===== src/rtl/serdes_loopback_channel_if.sv =====
// serdes_loopback_channel_if
//   Bundles the transmit-side block bus, the receive-side block bus and the
//   channel control/status signals of the SerDes loopback channel.
//   master : the PHY/test side. It drives tx_data, tx_hdr, bitslip, link_up,
//            err_inject and err_bit, and observes rx_data, rx_hdr and the status.
//   slave  : the channel model. It consumes the tx side and controls, and
//            produces rx_data, rx_hdr, slip_offset, bitslip_events and err_count.
//   Valid/ready: none. One block moves per clock in each direction,
//   unconditionally. The link_up signal is the only qualifier. While it is
//   low the receive side carries the invalid header 2'b00.
interface serdes_loopback_channel_if #(
  parameter int DATA_WIDTH = 64,
  parameter int HDR_WIDTH  = 2
);
  logic [DATA_WIDTH-1:0] tx_data;
  logic [HDR_WIDTH-1:0]  tx_hdr;
  logic                  bitslip;
  logic                  link_up;
  logic                  err_inject;
  logic [6:0]            err_bit;
  logic [DATA_WIDTH-1:0] rx_data;
  logic [HDR_WIDTH-1:0]  rx_hdr;
  logic [6:0]            slip_offset;
  logic [15:0]           bitslip_events;
  logic [15:0]           err_count;

  modport master (
    output tx_data, tx_hdr, bitslip, link_up, err_inject, err_bit,
    input  rx_data, rx_hdr, slip_offset, bitslip_events, err_count
  );

  modport slave (
    input  tx_data, tx_hdr, bitslip, link_up, err_inject, err_bit,
    output rx_data, rx_hdr, slip_offset, bitslip_events, err_count
  );
endinterface


===== src/rtl/serdes_loopback_channel.sv =====
// serdes_loopback_channel
//   Loopback channel model between the PHY transmit and receive SerDes ports.
//   Each 66-bit block {data, hdr} passes through a two-block window. The window
//   emulates a deserializer that is misaligned by slip_offset bits. Each rising
//   edge on bitslip moves the window by one bit, modulo 66. Single-bit error
//   injection and a forced link-down are also supported.
// Ports
//   clk_tb     : shared tx/rx clock, rising edge
//   rx_rst_tb  : asynchronous, active-high reset
//   ch (slave) : tx_data/tx_hdr in; bitslip, link_up, err_inject, err_bit in;
//                rx_data/rx_hdr out; slip_offset, bitslip_events, err_count out
module serdes_loopback_channel #(
  parameter int DATA_WIDTH = 64,
  parameter int HDR_WIDTH  = 2,
  parameter int INIT_SLIP  = 0
) (
  input  logic                     clk_tb,
  input  logic                     rx_rst_tb,
  serdes_loopback_channel_if.slave ch
);

  localparam int         BW       = DATA_WIDTH + HDR_WIDTH;
  localparam logic [6:0] LAST_OFF = 7'(BW - 1);
  localparam logic [6:0] BW_IDX   = 7'(BW);
  localparam logic [6:0] INIT_OFF = 7'(INIT_SLIP);

  logic [BW-1:0]   cur_q;
  logic [BW-1:0]   out_q;
  logic [BW-1:0]   blk;
  logic [BW-1:0]   sel;
  logic [BW-1:0]   flip_mask;
  logic [2*BW-1:0] win;
  logic [7:0]      win_idx;
  logic            bitslip_q;
  logic            slip_rise;
  logic            flip_en;
  logic [6:0]      slip_q;
  logic [15:0]     bev_q;
  logic [15:0]     ecnt_q;

  always_comb begin
    // The header is bit 0..1, so it is the first bit on the wire. The older
    // block sits in the low half of the window, and offset 0 selects it whole.
    blk       = {ch.tx_data, ch.tx_hdr};
    win       = {blk, cur_q};
    win_idx   = {1'b0, slip_q};
    sel       = win[win_idx +: BW];
    // A flip is counted only when it really lands on the output. Out-of-range
    // indices and link-down cycles apply no flip.
    flip_en   = ch.link_up & ch.err_inject & (ch.err_bit < BW_IDX);
    flip_mask = '0;
    if (flip_en) flip_mask[ch.err_bit] = 1'b1;
    slip_rise = ch.bitslip & ~bitslip_q;
  end

  always_ff @(posedge clk_tb or posedge rx_rst_tb) begin
    if (rx_rst_tb) begin
      cur_q     <= '0;
      out_q     <= '0;
      bitslip_q <= 1'b0;
      slip_q    <= INIT_OFF;
      bev_q     <= '0;
      ecnt_q    <= '0;
    end else begin
      // cur_q keeps tracking the line during link-down, so the window is
      // already primed when the link comes back.
      cur_q     <= blk;
      out_q     <= ch.link_up ? (sel ^ flip_mask) : '0;
      bitslip_q <= ch.bitslip;
      // The new offset takes effect from the next output load, because this
      // edge's output uses the old slip_q.
      if (slip_rise) begin
        slip_q <= (slip_q == LAST_OFF) ? 7'd0 : slip_q + 7'd1;
        if (bev_q != 16'hFFFF) bev_q <= bev_q + 16'd1;
      end
      if (flip_en && (ecnt_q != 16'hFFFF)) ecnt_q <= ecnt_q + 16'd1;
    end
  end

  assign ch.rx_hdr         = out_q[HDR_WIDTH-1:0];
  assign ch.rx_data        = out_q[BW-1:HDR_WIDTH];
  assign ch.slip_offset    = slip_q;
  assign ch.bitslip_events = bev_q;
  assign ch.err_count      = ecnt_q;

endmodule


===== src/flat_wrapper.sv =====
// flat-port wrapper written by rule: the top's interface ports become plain ports
module serdes_loopback_channel_flat 
#(
  parameter int DATA_WIDTH = 64,
  parameter int HDR_WIDTH  = 2,
  parameter int INIT_SLIP  = 0
)
  (clk_tb, rx_rst_tb, ch_tx_data, ch_tx_hdr, ch_bitslip, ch_link_up, ch_err_inject, ch_err_bit, ch_rx_data, ch_rx_hdr, ch_slip_offset, ch_bitslip_events, ch_err_count);
  serdes_loopback_channel_if #(.DATA_WIDTH(DATA_WIDTH), .HDR_WIDTH(HDR_WIDTH)) ch_i ();
  input  logic clk_tb;
  input  logic rx_rst_tb;
  input wire logic [$bits(ch_i.tx_data)-1:0] ch_tx_data;
  input wire logic [$bits(ch_i.tx_hdr)-1:0] ch_tx_hdr;
  input wire logic [$bits(ch_i.bitslip)-1:0] ch_bitslip;
  input wire logic [$bits(ch_i.link_up)-1:0] ch_link_up;
  input wire logic [$bits(ch_i.err_inject)-1:0] ch_err_inject;
  input wire logic [$bits(ch_i.err_bit)-1:0] ch_err_bit;
  output wire logic [$bits(ch_i.rx_data)-1:0] ch_rx_data;
  output wire logic [$bits(ch_i.rx_hdr)-1:0] ch_rx_hdr;
  output wire logic [$bits(ch_i.slip_offset)-1:0] ch_slip_offset;
  output wire logic [$bits(ch_i.bitslip_events)-1:0] ch_bitslip_events;
  output wire logic [$bits(ch_i.err_count)-1:0] ch_err_count;
  assign ch_i.tx_data = ch_tx_data;
  assign ch_i.tx_hdr = ch_tx_hdr;
  assign ch_i.bitslip = ch_bitslip;
  assign ch_i.link_up = ch_link_up;
  assign ch_i.err_inject = ch_err_inject;
  assign ch_i.err_bit = ch_err_bit;
  assign ch_rx_data = ch_i.rx_data;
  assign ch_rx_hdr = ch_i.rx_hdr;
  assign ch_slip_offset = ch_i.slip_offset;
  assign ch_bitslip_events = ch_i.bitslip_events;
  assign ch_err_count = ch_i.err_count;
  serdes_loopback_channel #(.DATA_WIDTH(DATA_WIDTH), .HDR_WIDTH(HDR_WIDTH), .INIT_SLIP(INIT_SLIP)) u_core (.clk_tb(clk_tb), .rx_rst_tb(rx_rst_tb), .ch(ch_i));
endmodule

===== config.mk =====
export PLATFORM = sky130hd
export DESIGN_NAME = serdes_loopback_channel_flat
export DESIGN_NICKNAME = d
export VERILOG_FILES = /design/src/rtl/serdes_loopback_channel_if.sv /design/src/rtl/serdes_loopback_channel.sv /design/src/flat_wrapper.sv
export SDC_FILE = /design/constraint.sdc
export NUM_CORES = 1
export LEC_CHECK = 0
export CAP_MARGIN = 20
export CELL_PAD_IN_SITES_DETAIL_PLACEMENT = 0
export CELL_PAD_IN_SITES_GLOBAL_PLACEMENT = 1
export CORE_UTILIZATION = 47
export CTS_BUF_LIST = sky130_fd_sc_hd__clkbuf_4
export DETAILED_ROUTE_END_ITERATION = 16
export GPL_TIMING_DRIVEN = 0
export MAX_ROUTING_LAYER = met4
export PLACE_DENSITY = 0.89
export SETUP_SLACK_MARGIN = 0.2
export SLEW_MARGIN = 20
export SYNTH_ARGS = -nofsm -noshare
export SYNTH_HDL_FRONTEND = slang
export SYNTH_SLANG_ARGS = --single-unit

===== constraint.sdc =====
create_clock -name clk_tb -period 7.55 [get_ports clk_tb]
set_clock_uncertainty 0.1 [all_clocks]
set_input_delay 1.1325 -clock clk_tb [delete_from_list [all_inputs] [get_ports clk_tb]]
set_output_delay 1.1325 -clock clk_tb [all_outputs]
set_load 0.01 [all_outputs]

==> results of run 1 <==
[final timing paths]
path | slack, ps | endpoint
max | 2700 | u_core.out_q[28]
min | 410 | u_core.ch.err_count[11]
max reg2reg | 2700 | u_core.out_q[28]
min reg2reg | 410 | u_core.ch.err_count[11]
max in group asynchronous | 5730 | u_core.cur_q[39]
min in group asynchronous | 760 | u_core.out_q[48]
[sequential cells by signal (all words and copies together), names as in the netlist]
name                      count
u_core.cur_q                 66
u_core.out_q                 66
u_core.ch.bitslip_events     16
u_core.ch.err_count          16
u_core.ch.slip_offset         7
u_core.bitslip_q              1
[power by group]
part | internal [mW] | switching [mW] | total, mW
Sequential | 1.12 | 0.102 | 1.22
Combinational | 2.91 | 5.07 | 7.98
Clock | 0.155 | 0.408 | 0.563
[cell families after synthesis]
| family | Yosys count |
|---|---|
| flip-flops | 172 |
| AND/OR/NAND/NOR | 403 |
| XOR/XNOR | 44 |
| buffers and inverters | 155 |
| multiplexers | 386 |
| AO/OA/AOI/OAI | 366 |
| adder cells (fa/ha/maj) | 4 |
[final cells by class]
class	count	area, um^2	share of cell area [%]
multi-input cells	1203	11200	59.1
clock buffers	17	128	0.675
flip-flops and latches	172	4300	22.8
clock inverters	15	169	0.893
plain buffers	137	642	3.39
inverters	18	75.1	0.397
diodes	5	12.5	0.0662
repair buffers	183	1840	9.75
well taps	448	561	2.96
[critical path, delay by kind of cell, from the launching register on]
family                 cells  cell delay (ps)
and+or+nand+nor            1              500
buffers and inverters      5             3160
DFF                        1              380
AOI/OAI and AO/OA          1              370
muxes                      1              240
[metrics by stage]
step / worst slack (ps) / util [%] / total power [mW]
2_1_floorplan: 1660 / - / 5.73
3_3_place_gp: -37.9 / 55.1 / 8.65
3_5_place_dp: 3240 / 55.2 / 8.63
4_1_cts: 3160 / 56.1 / 9.22
5_1_grt: 2870 / 56.1 / 9.84
6_report: 2700 / 56.1 / 9.76
[per-layer routing]
layer | vias to the layer above | global-route usage (%) | wire length, um
li1 | 6513 | - | -
met1 | 8003 | 59.2 | 29200
met2 | 1697 | 68.4 | 34700
met3 | 433 | 17.1 | 12000
met4 | 0 | 35.6 | 7540
met5 | - | - | 0
[placed cells by master (no fill, tap or decap), drive strengths merged, types with 19 or more instances in the layout]
cell	instances
dfrtp	172
mux2i	114
mux2	86
mux4	186
nand3	42
o21ai	70
a21oi	39
a22oi	31
nand4	19
nand2	137
nor2	110
clkdlybuf4s50	181
o211ai	25
clkbuf	83
nor3	27
inv	23
xnor2	28
buf	73
o22ai	51
==> metrics, run 1 <==
gr ovfl total=0; Area contributors post-synth=dfrtp_1 27%, mux4_2 26%, mux2i_1 7.0%; CP required=8050 ps; Tcrit/Tclk final=64.3%; Remaining DRCs=0; Slowest-stage cell, CP=buf_1; CP Cell Sequence=buf_2 > buf_1 > buf_1 > clkbuf_1 > buf_1 > o221ai_1 > nor3_1 > mux2i_1; Reg-to-Reg Start=u_core.ch.slip_offset[3]; final setup fails=0; Non-Filler Instances=2198; min Tclk post-route=4850 ps; hold_ws=406 ps; area leader, netlist=dfrtp_1; largest net degree at the start of global routing=92; root buffer cell=clkbuf_4; final wirelength=83500 um; VDD IR-drop max=0.252 mV; worst setup path startpoint=u_core.ch.slip_offset[3]; chip height=188 um; Synth top area share=26.6%; CP peak stage delay=800 ps; Worst Max-Slew Pin Slew=1210 ps; post-DR wirelength/cell=38.0 um; GPL Wtd Cong=1.22; RSZ-0062 raised after global routing=false; most frequent CP cell=buf_1; CTS Hold Bufs=0; CP startpoint kind=flip-flop; Nets=1814; hold depth=1; Hold/Removal Path Class=flip-flop to flip-flop; Slew HR=16.8%; DP HPWL=65900 um; GR Util All Layers=49.2%; Synth Instances=1530; CTS Sinks=172; CP Class=flip-flop to flip-flop; share of layout cells above drive strength 1=21.3%; XOR/XNOR Fraction of Synth Area=2.38%; Synth top cells by count=186 x mux4_2, 172 x dfrtp_1, 137 x nand2_1; Num CTS Buffers=17; P&R area growth vs syn=16.8%; CTS tree=yes; row cnt=67; FMAX=206 MHz; simple logic cell fraction of the synthesized area=11.3%; power density over cell area=516 nW/um^2; IO buf count=181; Max Buffers Root-to-Sink=2; Syn Nets=1612; vias post-DR=16600; flops & latches, synth=172; mux share of post-synthesis cell area=38.9%; core footprint=33700 um^2; post-synthesis cell type count=74; Netlist Area Pre-Place=16200 um^2; vias in the first global route=15600; compound-gate portion of the synthesized area=16.1%; Synth async-reset ratio=100%; crit path DAT=5350 ps; sequential share of the synthesized area=26.6%; largest family of logic cells by synthesized area=multiplexers; antenna-violating nets left=0; dpl cells=2161; placed instance area=18600 um^2; Reg clk slew, reported paths=180 ps; Via density=7.57; DR iter-0 viols=2471; Die Wd=188 um; final hold viol count=0; H-tree depth=4; status=completed; setup TNS=0 ps; LEAKAGE=7.24 nW; setup bufs post-CTS=0; clock latency on the worst-skew pair=690 ps; Top FF cell, synth=dfrtp_1; io pins=183; CP Capture Type=flip-flop; Hold Startpoint=u_core.ch.err_count[11]; Crit Path Max Fanout=11; die area=35200 um^2; adder-cell area share of the yosys netlist=0.309%; TritonRoute pass-1 iters=6; initial antenna violation count=5; Fill cells=2946; max cap viols=0; R2R depth=8; Post-synth EDFFs=0; Final Instance Area=18900 um^2; first-pass GRT wire length=118000 um; syn avg cell area=10.6 um^2; Slew Viols, Final=0; post-CTS sizing=0; Starting Density=48.0%; Ys Warns=0; count leader, synth=mux4_2
No activity file was read; power rests on OpenSTA's default activity.
==> run 2: changes to the inputs <==
==> constraint.sdc (replaced) <==
create_clock -name clk_tb -period 4.83 [get_ports clk_tb]
set_clock_uncertainty 0.1 [all_clocks]
set_input_delay 0.7245 -clock clk_tb [delete_from_list [all_inputs] [get_ports clk_tb]]
set_output_delay 0.7245 -clock clk_tb [all_outputs]
set_load 0.01 [all_outputs]
==> run 2 against run 1 <==
  * Flip-flop and latch count unchanged
  * First-iteration DRC count decreased by 3.1%
  * Sequential power is 57% higher
  * Clock power rose by 67%
  * Global-route usage is 0.27 points lower
  * Non-clock buffer count is 4 higher
  * Core utilization increased by 0.32 points
  * Maximum frequency rose by 2.5%
  * Critical path type unchanged
  * Largest power group unchanged
==> metrics, run 2 (synthesis results as in run 1) <==
row cnt=67; Fill cells=2910; DP HPWL=66200 um; Slew HR=14.6%; final setup fails=0; total power=15.3 mW; post-DR wirelength/cell=37.8 um; CTS tree=yes; gr ovfl total=0; FMAX=211 MHz; area of the multi-input gates=11200 um^2; CTS Hold Bufs=0; CTS Sinks=172; CP required=5270 ps; Slew Viols, Final=0; root buffer cell=clkbuf_4; clock latency on the worst-skew pair=690 ps; RSZ-0062 raised after global routing=false; LEAKAGE=7.27 nW; Top Registers=u_core.cur_q (66), u_core.out_q (66); Final Instance Area=19000 um^2; GPL Wtd Cong=1.17; Worst Max-Slew Pin Slew=1250 ps; max cap viols=0; DR iter-0 viols=2395; final hold viol count=0; antenna-violating nets left=0; H-tree depth=4; core footprint=33700 um^2; status=completed; CP Capture Type=flip-flop; most frequent cells in the layout=186 x mux4_2, 181 x clkdlybuf4s50_1, 172 x dfrtp_1, 137 x nand2_1, 111 x mux2i_1; final wirelength=83100 um; Remaining DRCs=0; Nets=1818; Crit Path Max Fanout=10; Max Buffers Root-to-Sink=2; Via density=7.58; crit path DAT=5170 ps; Hold/Removal Path Class=primary input to asynchronous set/reset pin; TritonRoute pass-1 iters=8; VDD IR-drop max=0.421 mV; CP startpoint kind=flip-flop; share of layout cells above drive strength 1=21.6%; GR Util All Layers=49.0%; power density over cell area=805 nW/um^2; P&R area growth vs syn=17.5%; initial antenna violation count=4; setup TNS=0 ps; Num CTS Buffers=17; vias in the first global route=15600; first-pass GRT wire length=118000 um; chip height=188 um; io pins=183; Starting Density=48.0%; die area=35200 um^2; placed instance area=18700 um^2; largest net degree at the start of global routing=40; vias post-DR=16700; most common cell after layout, fill and taps aside=mux4_2; register area=4300 um^2; utilization after layout=56.4%; Tcrit/Tclk final=98.0%; Reg clk slew, reported paths=190 ps; min Tclk post-route=4740 ps; Die Wd=188 um; IO buf count=181; CP Class=flip-flop to flip-flop
-- run 2: cell types whose count changed in the layout (fill, tap and decap cells not counted), sizes merged --
cell,before,now
buf,73,77
clkinvlp,0,1
inv,23,22
clkinv,10,9
diode,5,4
bufinv,0,1
-- run 2: path summary, 6_finish.rpt --
check / from / to / slack [ps] / cells after the start
worst max-delay path: u_core.ch.slip_offset[3] / u_core.out_q[29] / 90 / 9
worst min-delay path: rx_rst_tb / u_core.out_q[48] / 240 / 2
worst max register to register: u_core.ch.slip_offset[3] / u_core.out_q[29] / 90 / 9
worst min register to register: u_core.ch.err_count[11] / u_core.ch.err_count[11] / 400 / 1
max in group asynchronous: rx_rst_tb / u_core.cur_q[64] / 3420 / 5
min in group clk_tb: ch_bitslip / u_core.bitslip_q / 390 / 1
-- run 2: critical path, stage by stage (launching register included) --
cell and delay [ps]:
dfrtp_1 380, buf_2 390, buf_1 720, buf_1 870, clkbuf_1 510, buf_1 680, o21ai_0 220, o21ai_0 140
o211ai_1 180, o41ai_1 370
-- run 2: what timing repair did --
action	CTS	global route
gates resized for setup	0	1
endpoints found under the setup margin	0	1
setup buffers	0	0
-- run 2: cell type report --
class                      instances  area share [%]
clock buffer                      17           0.671
tap                              448            2.95
clock inverter                    15            1.01
sequential                       172            22.6
buffer                           137            3.38
inverter                          18           0.375
antenna                            4          0.0526
timing repair buffer             187            10.1
multi-input combinational       1203            58.8
-- run 2: power breakdown --
group	internal, mW	switching (mW)
logic	4.57	7.88
clock network	0.294	0.646
registers	1.75	0.160
total	6.61	8.69
-- run 2: through the flow --
step	hold slack (ps)	setup slack [ps]	instances
2_1_floorplan	416	1810	1530
3_3_place_gp	383	530	2159
5_1_grt	243	202	2201
4_1_cts	212	458	2196
3_5_place_dp	382	567	2164
6_report	239	94.4	2201
-- run 2: metal layers --
layer  global-route usage, %  up-vias  part of all wire (%)
met5                       -        -                     0
met4                    34.9        0                   8.7
met3                    16.2      405                    14
met2                    69.1     1667                    42
met1                    58.7     8109                    35
li1                        -     6505                     -
